File: src/rtl/cu_pkg.sv
`default_nettype none
// ============================================================================
// Module      : cu_pkg
// Description : Shared types and encodings for the RV32I multicycle control unit.
// Revision    : 1.0 - initial release
// ============================================================================
package cu_pkg;

    typedef enum logic [2:0] {
        ST_FETCH     = 3'd0,
        ST_DECODE    = 3'd1,
        ST_EXECUTE   = 3'd2,
        ST_MEM       = 3'd3,
        ST_WRITEBACK = 3'd4,
        ST_TRAP      = 3'd5
    } cu_state_t;

    // Sequencing class: decides what follows EXECUTE
    typedef enum logic [1:0] {
        CLS_WB     = 2'd0,
        CLS_LOAD   = 2'd1,
        CLS_STORE  = 2'd2,
        CLS_BRANCH = 2'd3
    } cu_class_t;

    localparam logic [6:0] c_OP_R      = 7'b0110011;
    localparam logic [6:0] c_OP_I_ALU  = 7'b0010011;
    localparam logic [6:0] c_OP_LOAD   = 7'b0000011;
    localparam logic [6:0] c_OP_STORE  = 7'b0100011;
    localparam logic [6:0] c_OP_BRANCH = 7'b1100011;
    localparam logic [6:0] c_OP_JAL    = 7'b1101111;
    localparam logic [6:0] c_OP_JALR   = 7'b1100111;
    localparam logic [6:0] c_OP_LUI    = 7'b0110111;
    localparam logic [6:0] c_OP_AUIPC  = 7'b0010111;

    localparam logic [6:0] c_F7_BASE = 7'b0000000;
    localparam logic [6:0] c_F7_ALT  = 7'b0100000;

    localparam logic [3:0] c_ALU_ADD   = 4'b0000;
    localparam logic [3:0] c_ALU_SUB   = 4'b1000;
    localparam logic [3:0] c_ALU_SRA   = 4'b1101;
    localparam logic [3:0] c_ALU_PASSB = 4'b1111;

    localparam logic [2:0] c_IMM_I = 3'b000;
    localparam logic [2:0] c_IMM_S = 3'b001;
    localparam logic [2:0] c_IMM_U = 3'b010;
    localparam logic [2:0] c_IMM_B = 3'b101;
    localparam logic [2:0] c_IMM_J = 3'b110;

    localparam logic [4:0] c_BU_PC4      = 5'b00000;
    localparam logic [4:0] c_BU_JUMP     = 5'b10000;
    localparam logic [1:0] c_BU_COND_PFX = 2'b01;

    localparam logic [1:0] c_WB_ALU = 2'b00;
    localparam logic [1:0] c_WB_MEM = 2'b01;
    localparam logic [1:0] c_WB_PC4 = 2'b10;

    localparam logic [1:0] c_TC_NONE    = 2'd0;
    localparam logic [1:0] c_TC_ILLEGAL = 2'd1;
    localparam logic [1:0] c_TC_IFETCH  = 2'd2;
    localparam logic [1:0] c_TC_DATA    = 2'd3;

    typedef struct packed {
        logic [3:0] alu_op;
        logic [2:0] imm_src;
        logic       alu_a_src;
        logic       alu_b_src;
        logic [4:0] bu_op;
        logic [1:0] ru_data_wr_src;
    } cu_ctrl_t;

endpackage
`default_nettype wire

File: src/rtl/cu_decoder.sv
`default_nettype none
// ============================================================================
// Module      : cu_decoder
// Description : Combinational RV32I decode to datapath controls, class, illegal.
// Revision    : 1.0 - initial release
// ============================================================================
module cu_decoder
    import cu_pkg::*;
#(
    parameter bit SUPPORT_UI = 1'b1
) (
    input  logic [6:0] i_opcode,
    input  logic [2:0] i_func3,
    input  logic [6:0] i_func7,
    output cu_ctrl_t   o_ctrl,
    output cu_class_t  o_cls,
    output logic       o_illegal
);

    logic w_f7_base;
    logic w_f7_alt;

    assign w_f7_base = (i_func7 == c_F7_BASE);
    assign w_f7_alt  = (i_func7 == c_F7_ALT);

    always_comb begin
        o_ctrl    = '0;
        o_cls     = CLS_WB;
        o_illegal = 1'b0;
        case (i_opcode)
            c_OP_R: begin
                // ALUOp low bits follow func3 directly; func7 selects SUB/SRA
                o_ctrl.alu_op = {1'b0, i_func3};
                if (w_f7_alt) begin
                    if (i_func3 == 3'b000)      o_ctrl.alu_op = c_ALU_SUB;
                    else if (i_func3 == 3'b101) o_ctrl.alu_op = c_ALU_SRA;
                    else                        o_illegal     = 1'b1;
                end else if (!w_f7_base) begin
                    o_illegal = 1'b1;
                end
            end
            c_OP_I_ALU: begin
                o_ctrl.alu_op    = {1'b0, i_func3};
                o_ctrl.imm_src   = c_IMM_I;
                o_ctrl.alu_b_src = 1'b1;
                if (i_func3 == 3'b001 && !w_f7_base) o_illegal = 1'b1;
                if (i_func3 == 3'b101) begin
                    if (w_f7_alt)        o_ctrl.alu_op = c_ALU_SRA;
                    else if (!w_f7_base) o_illegal     = 1'b1;
                end
            end
            c_OP_LOAD: begin
                o_ctrl.alu_op         = c_ALU_ADD;
                o_ctrl.imm_src        = c_IMM_I;
                o_ctrl.alu_b_src      = 1'b1;
                o_ctrl.ru_data_wr_src = c_WB_MEM;
                o_cls                 = CLS_LOAD;
                o_illegal = (i_func3 == 3'b011) || (i_func3[2:1] == 2'b11);
            end
            c_OP_STORE: begin
                o_ctrl.alu_op    = c_ALU_ADD;
                o_ctrl.imm_src   = c_IMM_S;
                o_ctrl.alu_b_src = 1'b1;
                o_cls            = CLS_STORE;
                o_illegal        = (i_func3 > 3'b010);
            end
            c_OP_BRANCH: begin
                o_ctrl.alu_op    = c_ALU_ADD;
                o_ctrl.imm_src   = c_IMM_B;
                o_ctrl.alu_a_src = 1'b1;
                o_ctrl.alu_b_src = 1'b1;
                o_ctrl.bu_op     = {c_BU_COND_PFX, i_func3};
                o_cls            = CLS_BRANCH;
                o_illegal        = (i_func3[2:1] == 2'b01);
            end
            c_OP_JAL: begin
                o_ctrl.alu_op         = c_ALU_ADD;
                o_ctrl.imm_src        = c_IMM_J;
                o_ctrl.alu_a_src      = 1'b1;
                o_ctrl.alu_b_src      = 1'b1;
                o_ctrl.bu_op          = c_BU_JUMP;
                o_ctrl.ru_data_wr_src = c_WB_PC4;
            end
            c_OP_JALR: begin
                o_ctrl.alu_op         = c_ALU_ADD;
                o_ctrl.imm_src        = c_IMM_I;
                o_ctrl.alu_b_src      = 1'b1;
                o_ctrl.bu_op          = c_BU_JUMP;
                o_ctrl.ru_data_wr_src = c_WB_PC4;
            end
            c_OP_LUI: begin
                o_ctrl.alu_op    = c_ALU_PASSB;
                o_ctrl.imm_src   = c_IMM_U;
                o_ctrl.alu_b_src = 1'b1;
                o_illegal        = ~SUPPORT_UI;
            end
            c_OP_AUIPC: begin
                o_ctrl.alu_op    = c_ALU_ADD;
                o_ctrl.imm_src   = c_IMM_U;
                o_ctrl.alu_a_src = 1'b1;
                o_ctrl.alu_b_src = 1'b1;
                o_illegal        = ~SUPPORT_UI;
            end
            default: o_illegal = 1'b1;
        endcase
    end

endmodule
`default_nettype wire

File: src/rtl/cu_multicycle.sv
`default_nettype none
// ============================================================================
// Module      : cu_multicycle
// Description : RV32I multicycle control FSM with memory handshakes and traps.
// Revision    : 1.0 - initial release
// ============================================================================
module cu_multicycle
    import cu_pkg::*;
#(
    parameter int MEM_TIMEOUT = 16,
    parameter int CNT_W       = 32,
    parameter bit SUPPORT_UI  = 1'b1
) (
    input  logic             clk,
    input  logic             rst,
    input  logic [6:0]       Opcode,
    input  logic [2:0]       func3,
    input  logic [6:0]       func7,
    input  logic             ImReady,
    input  logic             DmReady,
    output logic             ImReq,
    output logic             IrWr,
    output logic             PcWr,
    output logic             DmReq,
    output logic             DmWr,
    output logic [2:0]       DmCtrl,
    output logic [3:0]       ALUOp,
    output logic [2:0]       Immsrc,
    output logic             ALUAsrc,
    output logic             ALUBsrc,
    output logic [4:0]       BUOp,
    output logic             RuWr,
    output logic [1:0]       RuDataWrsrc,
    output logic             Trap,
    output logic [1:0]       TrapCause,
    output logic [CNT_W-1:0] RetireCnt
);

    localparam int c_WAIT_W = (MEM_TIMEOUT > 1) ? $clog2(MEM_TIMEOUT + 1) : 1;
    localparam logic [c_WAIT_W-1:0] c_TIMEOUT = c_WAIT_W'(MEM_TIMEOUT);

    cu_state_t          r_state;
    cu_state_t          w_next_state;
    logic [c_WAIT_W-1:0] r_wait_cnt;
    logic [c_WAIT_W-1:0] w_wait_inc;
    logic [c_WAIT_W-1:0] w_wait_next;
    logic               w_waiting;
    logic               w_timeout;
    logic               r_trap;
    logic [1:0]         r_trap_cause;
    logic               w_trap_set;
    logic [1:0]         w_trap_cause;
    logic [CNT_W-1:0]   r_retire_cnt;
    logic               w_retire;

    logic w_im_req, w_ir_wr, w_pc_wr, w_dm_req, w_dm_wr, w_ru_wr, w_ctrl_en;

    cu_ctrl_t  w_dec_ctrl;
    cu_ctrl_t  w_ctrl_out;
    cu_class_t w_cls;
    logic      w_illegal;

    cu_decoder #(
        .SUPPORT_UI (SUPPORT_UI)
    ) u_decoder (
        .i_opcode  (Opcode),
        .i_func3   (func3),
        .i_func7   (func7),
        .o_ctrl    (w_dec_ctrl),
        .o_cls     (w_cls),
        .o_illegal (w_illegal)
    );

    // A Ready arriving in the final allowed cycle beats the timeout
    assign w_waiting   = ((r_state == ST_FETCH) && !ImReady) ||
                         ((r_state == ST_MEM)   && !DmReady);
    assign w_wait_inc  = r_wait_cnt + c_WAIT_W'(1);
    assign w_timeout   = (MEM_TIMEOUT > 0) && w_waiting && (w_wait_inc == c_TIMEOUT);
    assign w_wait_next = (w_waiting && (MEM_TIMEOUT > 0) && !w_timeout) ? w_wait_inc : '0;

    always_ff @(posedge clk or posedge rst) begin
        if (rst) begin
            r_state      <= ST_FETCH;
            r_wait_cnt   <= '0;
            r_trap       <= 1'b0;
            r_trap_cause <= c_TC_NONE;
            r_retire_cnt <= '0;
        end else begin
            r_state    <= w_next_state;
            r_wait_cnt <= w_wait_next;
            if (w_trap_set) begin
                r_trap       <= 1'b1;
                r_trap_cause <= w_trap_cause;
            end
            if (w_retire) r_retire_cnt <= r_retire_cnt + CNT_W'(1);
        end
    end

    always_comb begin
        w_next_state = r_state;
        w_im_req     = 1'b0;
        w_ir_wr      = 1'b0;
        w_pc_wr      = 1'b0;
        w_dm_req     = 1'b0;
        w_dm_wr      = 1'b0;
        w_ru_wr      = 1'b0;
        w_retire     = 1'b0;
        w_ctrl_en    = 1'b0;
        w_trap_set   = 1'b0;
        w_trap_cause = c_TC_NONE;
        case (r_state)
            ST_FETCH: begin
                w_im_req = 1'b1;
                if (ImReady) begin
                    w_ir_wr      = 1'b1;
                    w_next_state = ST_DECODE;
                end else if (w_timeout) begin
                    w_next_state = ST_TRAP;
                    w_trap_set   = 1'b1;
                    w_trap_cause = c_TC_IFETCH;
                end
            end
            ST_DECODE: begin
                if (w_illegal) begin
                    w_next_state = ST_TRAP;
                    w_trap_set   = 1'b1;
                    w_trap_cause = c_TC_ILLEGAL;
                end else begin
                    w_next_state = ST_EXECUTE;
                end
            end
            ST_EXECUTE: begin
                w_ctrl_en = 1'b1;
                case (w_cls)
                    CLS_BRANCH: begin
                        w_pc_wr      = 1'b1;
                        w_retire     = 1'b1;
                        w_next_state = ST_FETCH;
                    end
                    CLS_LOAD, CLS_STORE: w_next_state = ST_MEM;
                    default:             w_next_state = ST_WRITEBACK;
                endcase
            end
            ST_MEM: begin
                w_ctrl_en = 1'b1;
                w_dm_req  = 1'b1;
                w_dm_wr   = (w_cls == CLS_STORE);
                if (DmReady) begin
                    if (w_cls == CLS_STORE) begin
                        w_pc_wr      = 1'b1;
                        w_retire     = 1'b1;
                        w_next_state = ST_FETCH;
                    end else begin
                        w_next_state = ST_WRITEBACK;
                    end
                end else if (w_timeout) begin
                    w_next_state = ST_TRAP;
                    w_trap_set   = 1'b1;
                    w_trap_cause = c_TC_DATA;
                end
            end
            ST_WRITEBACK: begin
                w_ctrl_en    = 1'b1;
                w_ru_wr      = 1'b1;
                w_pc_wr      = 1'b1;
                w_retire     = 1'b1;
                w_next_state = ST_FETCH;
            end
            ST_TRAP: w_next_state = ST_TRAP;
            default: w_next_state = ST_FETCH;
        endcase
    end

    // Strobes are forced low while reset is held
    assign ImReq = w_im_req & ~rst;
    assign IrWr  = w_ir_wr  & ~rst;
    assign PcWr  = w_pc_wr  & ~rst;
    assign DmReq = w_dm_req & ~rst;
    assign DmWr  = w_dm_wr  & ~rst;
    assign RuWr  = w_ru_wr  & ~rst;

    assign w_ctrl_out  = w_ctrl_en ? w_dec_ctrl : '0;
    assign ALUOp       = w_ctrl_out.alu_op;
    assign Immsrc      = w_ctrl_out.imm_src;
    assign ALUAsrc     = w_ctrl_out.alu_a_src;
    assign ALUBsrc     = w_ctrl_out.alu_b_src;
    assign BUOp        = w_ctrl_out.bu_op;
    assign RuDataWrsrc = w_ctrl_out.ru_data_wr_src;
    assign DmCtrl      = (r_state == ST_MEM) ? func3 : 3'b000;

    assign Trap      = r_trap;
    assign TrapCause = r_trap_cause;
    assign RetireCnt = r_retire_cnt + CNT_W'(w_retire);

endmodule
`default_nettype wire

File: config.mk
export PLATFORM = sky130hd
export DESIGN_NAME = cu_multicycle
export DESIGN_NICKNAME = d
export VERILOG_FILES = /design/src/rtl/cu_pkg.sv /design/src/rtl/cu_decoder.sv /design/src/rtl/cu_multicycle.sv
export SDC_FILE = /design/constraint.sdc
export NUM_CORES = 1
export LEC_CHECK = 0
export ABC_CLOCK_PERIOD_IN_PS = 17000
export CORE_MARGIN = 2
export CORE_UTILIZATION = 40
export CTS_CLUSTER_DIAMETER = 60
export DETAILED_ROUTE_END_ITERATION = 8
export PLACE_DENSITY = 0.66
export SYNTH_ARGS = -nofsm -noshare
export SYNTH_HDL_FRONTEND = slang
export SYNTH_SLANG_ARGS = --single-unit
File: constraint.sdc
create_clock -name clk -period 17 [get_ports clk]
set_input_delay 5.1 -clock clk [delete_from_list [all_inputs] [get_ports clk]]
set_output_delay 5.1 -clock clk [all_outputs]
set_load 0.05 [all_outputs]
## Word-level counts from Yosys, hierarchy flattened

Index checks and enable logic that the tools add are counted.

- Bitwise logic cells: 7
- Order comparisons: 1
- Multiplexer cells: 53
- Equal/unequal tests: 24
- Reduce and logical (&&, ||, !) cells: 21
- $add $sub $neg: 3

Operators by type and width:

| cell | count |
|---|---|
| 32-bit by 1-bit adder with 32-bit output | 1 |
| 32-bit by 1-bit adder with 32-bit output, second input constant | 1 |
| 7-bit by 6-bit == test with 1-bit output, second input constant | 4 |
| 1-bit 2-to-1 mux | 25 |
| 7-bit == test, second input constant | 3 |
| 4-bit 2-to-1 mux | 5 |
| 3-bit 2-to-1 mux | 6 |
| 16-bit 2-to-1 mux | 1 |
| 3-bit case mux with 5 select lines | 1 |
| 7-bit by 5-bit == test with 1-bit output, second input constant | 2 |
| 2-bit case mux with 3 select lines | 2 |
| 3-bit case mux with 4 select lines | 1 |
| 4-bit case mux with 3 select lines | 1 |
| 5-bit case mux with 2 select lines | 1 |
| 3-bit by 2-bit == test with 1-bit output, second input constant | 3 |
| 3-bit == test, second input constant | 3 |
| 2-bit 2-to-1 mux | 4 |
| 8-bit OR reduction | 1 |
| 7-bit by 2-bit == test with 1-bit output, second input constant | 1 |
| 7-bit zero test | 1 |
| 1-bit AND | 6 |
| 2-bit == test, second input constant | 3 |
| 3-bit by 1-bit == test with 1-bit output, second input constant | 2 |
| 3-bit zero test | 2 |
| other kinds (16) | 29 |

- Register bits after elaboration: 43
- Logic and storage cells: 114
- Output and inout bits: 60

## Longest topological paths before layout

- Word-level depth: 10
- Mapped depth: 15
- Gate-level depth less buffers: 14

## Hierarchy

Synthesis repeated with hierarchy kept, for this count alone.

- Cell total of the unflattened synthesis: 399
- Area total of the unflattened synthesis: 3261.9 µm²

Modules (own cells, without submodules):

| module | area each (µm²) | times used | cells an instance |
|---|---|---|---|
| cu_multicycle | 2849.0 | 1 | 328 |
| cu_decoder | 412.9 | 1 | 71 |

## Worst setup path before layout

OpenSTA, ideal clock, no wires.

- Path kind: input -> output
- Start: in Opcode[5]
- End: out RetireCnt[28]
- Path slack: 3540 ps
- Buffers on the path: 2
- Stages: 15
- Arrival time: 8360 ps
- Cell sequence: clkbuf_1 xnor2_1 nand2_1 inv_1 ha_1 nor2b_1 o21ai_4 nand2_1 ha_1 ha_1 nand4_1 or3_1 buf_2 nor3_2 xor2_1

- Word-level cells in the longest chain between the ends: 7
- Elaborated cells between the ends (all ways): 11
- Classes of those cells: 1 x add/sub; 5 x eq/ne; 5 x mux

Ends and longest elaborated chain:

| element | line | RTL |
|---|---|---|
| start: declaration | cu_multicycle.sv:16 | `input logic [6:0] Opcode,` |
| 7-bit == test, or another cell as far along | cu_decoder.sv:30 | `case (i_opcode)` |
| 2-bit case mux with 3 select lines (*) | cu_decoder.sv:30 |  |
| 2-bit == test | cu_multicycle.sv:149 | `if (w_cls == CLS_STORE) begin` |
| 1-bit 2-to-1 mux | cu_multicycle.sv:149 |  |
| 1-bit 2-to-1 mux | cu_multicycle.sv:148 | `if (DmReady) begin` |
| 1-bit case mux with 3 select lines (*) | cu_multicycle.sv:111 | `case (r_state)` |
| 32-bit by 1-bit adder with 32-bit output (*) | cu_multicycle.sv:193 | `assign RetireCnt = r_retire_cnt + CNT_W'(w_retire);` |
| end: declaration | cu_multicycle.sv:36 | `output logic [CNT_W-1:0] RetireCnt` |

Mark *: on every way between the ends. The rest lies on a longest branch, timed or not.

## Worst setup path in the final report

- Start: in Opcode[2]
- End: out RetireCnt[26]

Same word-level chain as after synthesis.

==> metrics.md <==
| Metric | Value |
|---|---|
| Status | `finished, final reports clean` |
| Final min period | `14,580 ps` |
| Hold_sp | `Trap` |
| Pwr Total | `approximately 0.21 mW` |
| Vias | `2,843` |
| CP arrival | `approximately 9500 ps` |
| Top_reg_cell synth | `dfrtp_1` |
| Worst-Skew Late Latency | `300 ps` |
| CTS Buf Count | `5` |
| Net count after synthesis | `400` |
| Clock power frac | `about two fifths` |
| Leakage | `1.55 nW` |
| # Post-CTS Setup Buffers | `0` |
| Post-CTS Hold Buffers | `0` |
| Slowest CP cell | `clkdlybuf4s50_1` |
| Vias in the first global route | `approximately 2,700` |
| Hold EP | `Trap` |
| Post-route ant nets | `0` |
| Hold Violations, Final | `0` |
| CTS Buffer Depth | `2` |
| I/O Buffers | `80` |
| Synth Area per Inst | `8.75 sq um` |
| Iteration count of the initial detailed-routing pass | `4` |
| CP Data Required Time | `11,900 ps` |
| Worst slew pin tran | `between 800 and 900 ps` |
| Comb pwr share | `11.2%` |
| Worst vdd ir | `approximately 0.000035 V` |
| Hold path depth | `1` |
| CP Launch Point | `Opcode[2]` |
| Post-synthesis register bit count | `43` |
| Worst R2R Setup Slack | `between 10,000 and 15,000 ps` |
| Placed cell areas | `around 4100 sq um` |
| Clock root cell | `clkbuf_8` |
| Total Routed Length | `7940 microns` |
| MaxCap Viol Count | `0` |
| Initial Util | `roughly 42%` |
| Slew headroom | `between 40% and 50%` |
| Crit path buf inv count | `3` |
| Pwr dens | `approximately 50 nW/um^2` |
| Iter 0 DRT Violations | `about 100` |
| I/O pins | `81` |
| R2R depth | `5` |
| Switching power total | `slightly above 0.05 mW` |
| Cts repair resizes | `0` |
| Sequential area share after synthesis | `roughly 33%` |
| Clock Skew | `approximately 13 ps` |
| Placed Cells | `534` |
| H-tree depth | `2` |
| Total die area | `about 9000 sq um` |
| Num rows | `32` |
| Launch point of the worst reg-to-reg path | `r_state[2]` |
| RSZ-0062 raised after global routing | `false` |
| DIE WIDTH | `94.1 microns` |
| Critical path's top delay family | `simple AND/OR/NAND/NOR gates` |
| CP Cell Sequence | `clkdlybuf4s50_1 -> nand4bb_1 -> nor2_1 -> nand2_1 -> inv_1 -> ha_1 -> nor2b_1 -> o21ai_4 -> nand2_1 -> ha_1 -> ha_1 -> nand4_1 -> or3_1 -> nor2_1 -> xor2_1 -> clkdlybuf4s50_1` |
| Final worst path period share | `85.7%` |
| Share of cells above drive strength 1 | `under 10%` |
| Largest net degree at the start of global routing | `44` |
| CTS tree | `yes` |
| Hold Path Class | `reg -> reg` |
| Hold slack | `494 ps` |
| Ant diodes | `0` |
| Post-Syn Area | `3250 sq um` |
| Endpoint type of the worst setup path | `output port` |
| CP startpoint kind | `input port` |
| Antenna violations before repair | `0` |
| Synth Warn # | `0` |
| CTS Sinks | `43` |
| Asr flop ratio synth | `100%` |
| Mapped Cells | `371` |
| Total Routing Usage GR | `between 10% and 20%` |
| EDFF count, synth | `0` |
| DIE HEIGHT | `94.1 microns` |
| Clk slew on worst S/H paths | `~80 ps` |
| Layout Nets | `approximately 470` |
| Crit-path max FO | `10` |
| WS Path Type | `in -> out` |
| Post-synth cell types | `between 50 and 60` |
| DR DRC count | `0` |
| First-pass GRT wire length | `13,000 microns` |
| Sum Neg Setup Slack | `0 ps` |
| Core Footprint | `7810 sq um` |
| Pins Over Slew Limit | `0` |
| Max stage delay on crit path | `roughly 820 ps` |
| Peak Freq | `around 69 MHz` |
| GPL Wtd Cong | `between 0.8 and 0.9` |
| Net Sw Frac | `between 20% and 30%` |
| WL/cell | `between 10 and 15 microns` |
| Final setup fails | `0` |
| Area grow syn2layout | `29.2%` |
| Cell Count, Final, Fillers Out | `between 500 and 600` |
| Vias per cell | `around 5.2` |
| Post-route cell area | `around 4200 sq um` |
| DP Wirelength | `approximately 6100 microns` |
| R2r endpoint | `r_retire_cnt[19]` |
| Remaining Overflow, GRT | `0` |
| Internal power | `approximately 0.16 mW` |
| Sequential power share | `49.8%` |
| Most frequent CP cell | `ha_1` |
-- state kept, by name (all words and copies together) (netlist names) --
signal / flops
Trap: 1
TrapCause: 2
r_retire_cnt: 32
r_state: 3
r_wait_cnt: 5
-- power groups by stage --
stage / Combinational (mW) / Sequential [mW] / Clock (mW)
after floorplan: 0.0108 / 0.109 / 0
after global placement: 0.0236 / 0.107 / 0
after detailed placement: 0.0238 / 0.107 / 0
after CTS: 0.0240 / 0.105 / 0.0848
after global routing: 0.0258 / 0.105 / 0.0901
final: 0.0236 / 0.105 / 0.0825
-- final cells by class --
| cell class | instances | area [sq um] |
|---|---|---|
| multi-input combinational | 301 | 2040 |
| inverter | 7 | 26.3 |
| fill | 736 | 3610 |
| clock inverter | 2 | 35.0 |
| clock buffer | 6 | 82.6 |
| tap | 102 | 128 |
| timing repair buffer | 81 | 808 |
| sequential | 43 | 1080 |
-- worst max-delay path by stage --
| stage | to | cells past startpoint | slack (ps) |
|---|---|---|---|
| finish | RetireCnt[26] | 16 | 2420 |
| global route | RetireCnt[26] | 16 | 2040 |
| CTS | RetireCnt[26] | 14 | 2400 |
| detailed placement | RetireCnt[26] | 14 | 2410 |
| global placement | RetireCnt[28] | 16 | 2510 |
| floorplan | RetireCnt[28] | 15 | 3540 |
-- per-layer routing --
metal  GRT usage (%)  wire length (microns)
met3            2.81                    297
met1            25.8                   3790
met5               0                      0
met2            30.2                   3800
met4            3.26                     56
-- cells in the final DEF (no fill, tap or decap), types with 2 or more instances in the layout --
master	n
a211oi_1	4
o21bai_1	2
nor4_1	2
ha_1	8
nor3_1	8
clkbuf_8	6
nand2_1	50
o21ai_0	2
and3_1	13
a211o_1	4
a21oi_1	10
nand4_2	2
and2_1	9
clkdlybuf4s50_1	80
nand3_1	21
inv_1	7
nand2b_1	5
a2111oi_4	3
o21a_1	3
nor2_1	33
and3b_1	2
a21o_1	2
xor2_1	24
xnor2_1	43
nand3b_1	2
dfrtp_1	43
or3_1	3
nor2b_1	3
nand4_1	12
and4_1	5
-- cell usage after synthesis, types with 5 or more instances --
| cell type | n | area [sq um] |
|---|---|---|
| nor3_1 | 8 | 40.0 |
| buf_2 | 6 | 30.0 |
| a21oi_1 | 10 | 50.1 |
| and4_1 | 5 | 43.8 |
| and2_1 | 9 | 56.3 |
| buf_4 | 6 | 45.0 |
| inv_1 | 7 | 26.3 |
| ha_1 | 8 | 100 |
| nand2_1 | 50 | 188 |
| xnor2_1 | 43 | 377 |
| nand4_1 | 12 | 75.1 |
| clkbuf_1 | 8 | 30.0 |
| xor2_1 | 24 | 210 |
| nand2b_1 | 5 | 31.3 |
| dfrtp_1 | 43 | 1080 |
| and3_1 | 13 | 81.3 |
| nand3_1 | 21 | 105 |
| nor2_1 | 33 | 124 |
-- worst reg2reg max path, stage by stage, from the launching register on --
cell and delay [ps]:
dfrtp_1 530, and2b_1 470, o21ai_4 190, a2111oi_4 610
nand4_1 180, xnor2_1 150
-- cells by family after synthesis --
kind of cell	synth area share, %
and+or+nand+nor	29.7
xor gates and xnor gates	18.1
AOI/OAI and AO/OA	11.6
DFF	33.1
buffers and inverters	4.05
adders and majority gates	3.08
muxes	0.347
-- metrics by stage --
step,setup WS [ps],utilization (%)
after floorplan,3540,-
after global placement,2510,52.2
after detailed placement,2410,52.2
after CTS,2400,53.7
after global routing,2040,53.7
final,2420,53.7
Power figures use the tool's default switching activity.
